--- config.mk ---
export PLATFORM = sky130hd
export DESIGN_NAME = red_lane_sequencer
export DESIGN_NICKNAME = d
export VERILOG_FILES = /design/src/rtl/red_lane_sequencer.sv
export SDC_FILE = /design/constraint.sdc
export NUM_CORES = 1
export LEC_CHECK = 0
export ABC_AREA = 1
export BUFFER_PORTS_ARGS = -buffer_cell sky130_fd_sc_hd__buf_2
export CORE_MARGIN = 2
export CORE_UTILIZATION = 55
export CTS_CLUSTER_DIAMETER = 60
export DETAILED_ROUTE_END_ITERATION = 10
export GPL_TIMING_DRIVEN = 0
export PLACE_DENSITY_LB_ADDON = 0.2
export SYNTH_ARGS = -nofsm -noshare
export SYNTH_HDL_FRONTEND = slang
export SYNTH_SLANG_ARGS = --single-unit
export TNS_END_PERCENT = 30
--- constraint.sdc ---
create_clock -name clk -period 4.2 [get_ports clk]
set_input_delay 0.84 -clock clk [delete_from_list [all_inputs] [get_ports clk]]
set_output_delay 0.84 -clock clk [all_outputs]
set_load 0.02 [all_outputs]
--- src/rtl/red_lane_sequencer.sv ---
// red_lane_sequencer: sums LANES packed 7-bit lanes into a 9-bit result, one lane per cycle via an external adder
module red_lane_sequencer #(
  parameter int LANES = 4
) (
  input  logic               clk,
  input  logic               rst_n,
  input  logic               in_valid,
  output logic               in_ready,
  input  logic [7*LANES-1:0] in_data,
  input  logic               flush,
  output logic [6:0]         add_a,
  output logic [6:0]         add_b,
  input  logic [6:0]         add_s,
  input  logic               add_cout,
  output logic               out_valid,
  input  logic               out_ready,
  output logic [8:0]         out_data
);
  localparam logic [1:0] IDLE  = 2'd0;
  localparam logic [1:0] ACCUM = 2'd1;
  localparam logic [1:0] DONE  = 2'd2;
  logic [1:0]         state_q, state_d;
  logic [8:0]         acc_q, acc_d;
  logic [1:0]         idx_q, idx_d;
  logic [7*LANES-1:0] op_q, op_d;
  logic [6:0]         lane_sel;
  always_comb begin
    lane_sel = '0;
    for (int k = 0; k < LANES; k++)
      if (idx_q == 2'(k)) lane_sel = op_q[7*k +: 7];
  end
  assign in_ready  = state_q == IDLE;
  assign out_valid = state_q == DONE;
  assign out_data  = acc_q;
  assign add_a     = state_q == ACCUM ? acc_q[6:0] : 7'd0;
  assign add_b     = state_q == ACCUM ? lane_sel : 7'd0;
  always_comb begin
    state_d = state_q;
    acc_d   = acc_q;
    idx_d   = idx_q;
    op_d    = op_q;
    if (flush) begin
      state_d = IDLE;
      idx_d   = '0;
    end else if (state_q == IDLE && in_valid) begin
      op_d    = in_data;
      acc_d   = {2'b00, in_data[6:0]};
      idx_d   = 2'd1;
      state_d = ACCUM;
    end else if (state_q == ACCUM) begin
      // upper bits only ever collect carries; 2 bits suffice for up to four lanes
      acc_d   = {acc_q[8:7] + {1'b0, add_cout}, add_s};
      idx_d   = idx_q + 2'd1;
      state_d = idx_q == 2'(LANES - 1) ? DONE : ACCUM;
    end else if (state_q == DONE && out_ready) begin
      state_d = IDLE;
    end
  end
  always_ff @(posedge clk or negedge rst_n) begin
    if (!rst_n) begin
      state_q <= IDLE;
      acc_q   <= '0;
      idx_q   <= '0;
      op_q    <= '0;
    end else begin
      state_q <= state_d;
      acc_q   <= acc_d;
      idx_q   <= idx_d;
      op_q    <= op_d;
    end
  end
endmodule
After elaboration in Yosys (flattened, before gate mapping)
Index checks and enable logic that the tools add are counted.
{"block": "totals", "register_bits": 41, "inputBits": 41, "out_inout_bits": 25, "wordCells": 37}
{"block": "classes", "addsub": 2, "n_eq_ne": 5, "n_mux": 16, "bitwise_logic": 1, "reduce_logical": 9}
{"op": "$mux 7", "count": 6}
{"op": "$mux 9", "count": 2}
{"op": "$mux 2", "count": 8}
{"op": "$eq 2x2->1 const B", "count": 3}
{"op": "$eq 2x1->1 const B", "count": 2}
{"op": "$logic_not 2->1", "count": 2}
{"op": "$reduce_and 2->1", "count": 2}
{"op": "$reduce_bool 4->1", "count": 1}
{"op": "$reduce_bool 3->1", "count": 1}
{"op": "$add 2x1->2", "count": 1}
{"op": "$add 2x1->2 const B", "count": 1}
{"op": "$logic_and 1x1->1", "count": 2}
{"op": "$reduce_bool 2->1", "count": 1}
{"op": "$not 1->1", "count": 1}

Logic depth before layout (Yosys ltp)
{"block": "logic_depth", "depth_word": 6, "depth_mapped": 8, "mapped_depth_nobuf": 7}

Least setup slack after synthesis
OpenSTA, ideal clock, no wires.
{"block": "synth_timing", "path_type": "reg2out", "start": "register idx_q[0]", "end": "output port add_b[0]", "t_arrival_ns": 1.305, "t_required_ns": 3.360, "setup_slack_ns": 2.055, "path_stages_with_launch": 9, "n_path_buf": 1, "path_cell_list": "dfrtp_1 > inv_1 > ha_1 > clkbuf_1 > inv_1 > nor2_1 > nor2_1 > nand2_1 > nand2_1"}
{"block": "synth_via", "elab_chain_len": 6, "elab_cells_between_ends": 9, "classes_between": "eq/ne (3); mux (5); reduce/logical (1)"}
{"item": "start: declaration", "line_no": "24", "text": "logic [1:0] idx_q, idx_d;"}
{"item": "start signal: assignment", "line_no": "68", "text": "idx_q <= idx_d;"}
{"item": "$logic_not 2->1", "line_no": "30", "text": "if (idx_q == 2'(k)) lane_sel = op_q[7*k +: 7];"}
{"item": "$mux 7 (3 in series)", "line_no": "30"}
{"item": "$mux 7 (*)", "line_no": "30"}
{"item": "$mux 7 (*)", "line_no": "36", "text": "assign add_b = state_q == ACCUM ? lane_sel : 7'd0;"}
{"item": "end: declaration", "line_no": "12", "text": "output logic [6:0] add_b,"}
Mark *: on every way between the ends. The rest lies on a longest branch, timed or not.

Worst setup path in the final report
{"block": "layout_timing", "start": "register idx_q[0]", "end": "output port add_b[2]"}
Same word-level chain as after synthesis.

==> impl_metrics.toml <==
[sta]
fin_crit_sh_pct = 65.8
hold_viol_final = 0
tns_ns = 0
finalSetupViolations = 0
maxSlewViolCount = 0
holdWs_ns = 0.483
relSlewSlack_pct = 40.5
rsz0062_at_grt = "false"
skew_ns = 0.00487
fmax_ghz = 0.362
worst_slew_pin_slew_ns = 0.893
period_minus_slack_ns = 2.76

[clock_tree]
cts.path.max_buffers = 2
clk_pin_slew_ns = 0.08
cts_made_buffers = 5
cts_tree = "done"
ctsHoldBuffers = 0
htreeDepth = 2
clk_latency_ns = 0.30
ctsResizeCount = 0
cts_sinks = 41
cts_setup_buffers = 0
clock-root-buffer = "clkbuf_8"

[yosys]
yosysMostFrequentCell = "nand2_1"
netlist.top_cell.by_area = "dfrtp_1"
syn_area_sq_um = 2150
synth.distinct_cells = 20
synth_cells = 294
synth_nets = 340
ys_async_sr_fraction_pct = 100
synth_seq_area_share_pct = 47.7
synth_common_cells = "nand2_1, dfrtp_1, inv_1"
avgSynthCellArea_sq_um = 7.32
synth_flop_cell = "dfrtp_1"
ys.warnings.count = 0
ys_ff_latch = 41
synth_area_leaders = "dfrtp_1, nand2_1, nand3_1"
synth_top_area_share_pct = 47.7
synth_edf_count = 0

[grt]
grt_overflow = 0
grt_pass1_vias = 1934
grt_pass1_wl_um = 8160
grt_max_degree = 42
use_met1_pct = 30.8
grt_use_met2_pct = 41.4
met3_usage_pct = 4.90
antenna_found_initial = 0
gr-usage-all-layers_pct = 24.4
grt_busiest_layer = "met2"

[critical_path]
cp.arrival_ns = 1.92
start_kind = "flop"
worstSetupPathType = "flop to primary output"
worstPathRequired_ns = 3.36
end_kind = "primary output"
path_max_fanout = 8
reg2reg_slack_ns = 2.64

[detailed_routing]
vias_per_cell = 4.96
drc_errors = 0
first_pass_iters = 4
vias = 2052
drt_iter0_markers = 113
antenna_left = 0
finalWirelength_um = 4890
wl_per_cell_um = 11.8

[power_and_ir_drop]
p_leak_nw = 1.55
p_per_area_nw_per_um2 = 397
peakVddDrop_mv = 0.248

[placement]
portBuffers = 64
hpwl_um = 3590
placed_cells = 406
gp_congestion = 0.822

[die]
ios = 66
dieArea_sq_um = 4430
rows = 22
start_util_pct = 57.9
coreArea_sq_um = 3720
dieHeight_um = 66.6
die_x_um = 66.6

[finish]
fin_cells = 414
fin_nets = 411
layout-drive-gt1-share_pct = 23.5
num_antenna_cells = 0
syn_to_final_growth_pct = 21.9

[job]
drv_cap = 0

[hold_path]
hold_class = "flop to flop"

[outcome]
outcome = "finished clean"
kinds of logic after synthesis:
group | synth area share, %
adder cells (fa/ha/maj) | 2.91
AND/OR/NAND/NOR | 35.7
buffers and inverters | 8.49
AO/OA/AOI/OAI | 5.23
flip-flops | 47.7
path summary, 6_finish.rpt:
kind | to | start | cells past startpoint
max in group asynchronous | out_data[1]$_DFFE_PN0P_ | rst_n | 1
worst min-delay path | op_q[25]$_DFFE_PN0P_ | op_q[25]$_DFFE_PN0P_ | 2
worst max register to register | state_q[1]$_DFFE_PN0P_ | state_q[1]$_DFFE_PN0P_ | 5
worst max-delay path | add_b[2] | idx_q[0]$_DFFE_PN0P_ | 9
min in group asynchronous | op_q[12]$_DFFE_PN0P_ | rst_n | 1
worst min register to register | op_q[25]$_DFFE_PN0P_ | op_q[25]$_DFFE_PN0P_ | 2
worst max-delay path, stage by stage (launching register included):
cell,delay [ns]
dfrtp_1,0.42
inv_1,0.11
ha_1,0.15
clkbuf_1,0.28
inv_1,0.21
nor2_1,0.14
nor2_1,0.06
nand2_1,0.07
nand2_1,0.05
buf_2,0.15
state kept, by name, indices dropped and copies added, names as in the netlist:
register / flops
idx_q: 2
op_q: 28
out_data: 9
state_q: 2
where the power goes:
| group | total, mW | switching, mW | internal, mW | leakage [nW] |
|---|---|---|---|---|
| sequential | 0.502 | 0.0395 | 0.463 | 0.514 |
| combinational | 0.276 | 0.176 | 0.100 | 0.990 |
| clock | 0.262 | 0.144 | 0.118 | 0.0445 |
| total | 1.04 | 0.360 | 0.681 | 1.55 |
layout by cell type, fill, tap and decap left out:
cell | synthesis | final
nand2_1 | 136 | 136
buf_2 | 4 | 68
dfrtp_1 | 41 | 41
inv_1 | 26 | 26
nor2_1 | 23 | 23
nand3_1 | 20 | 20
a21oi_1 | 7 | 7
o21ai_0 | 7 | 7
o21ai_1 | 7 | 7
ha_1 | 5 | 5
clkbuf_8 | 0 | 5
nand4_1 | 3 | 3
buf_6 | 3 | 3
clkbuf_1 | 2 | 2
nor2_4 | 2 | 2
nand2_2 | 2 | 2
buf_1 | 2 | 2
buf_4 | 1 | 1
nand3_4 | 1 | 1
clkinv_4 | 1 | 1
o211ai_1 | 1 | 1
clkinv_2 | 0 | 1
clkinvlp_4 | 0 | 1
inv_6 | 0 | 1
per-layer routing:
layer,routed length (um),vias to the layer above
li1,-,1042
met1,2190,942
met2,2390,61
met3,250,7
met4,61,0
met5,0,-
stage by stage:
| step | setup WS (ns) | util, % | instance area (sq um) | power (mW) |
|---|---|---|---|---|
| floorplan | 2.06 | - | 2150 | 0.687 |
| global placement | 1.77 | 68.1 | 2530 | 0.778 |
| detailed placement | 1.77 | 68.1 | 2530 | 0.785 |
| CTS | 1.41 | 70.6 | 2620 | 1.05 |
| global route | 1.23 | 70.6 | 2620 | 1.11 |
| finish | 1.44 | 70.6 | 2620 | 1.04 |
area by class of cell:
cell class | instances | area (sq um)
fillers | 347 | 1090
flip-flops and latches | 41 | 1030
multi-input cells | 214 | 943
repair buffers | 64 | 320
inverters | 27 | 106
plain buffers | 12 | 76.3
clock buffers | 5 | 68.8
well taps | 48 | 60.1
clock inverters | 3 | 21.3
No activity file was read; power rests on OpenSTA's default activity.
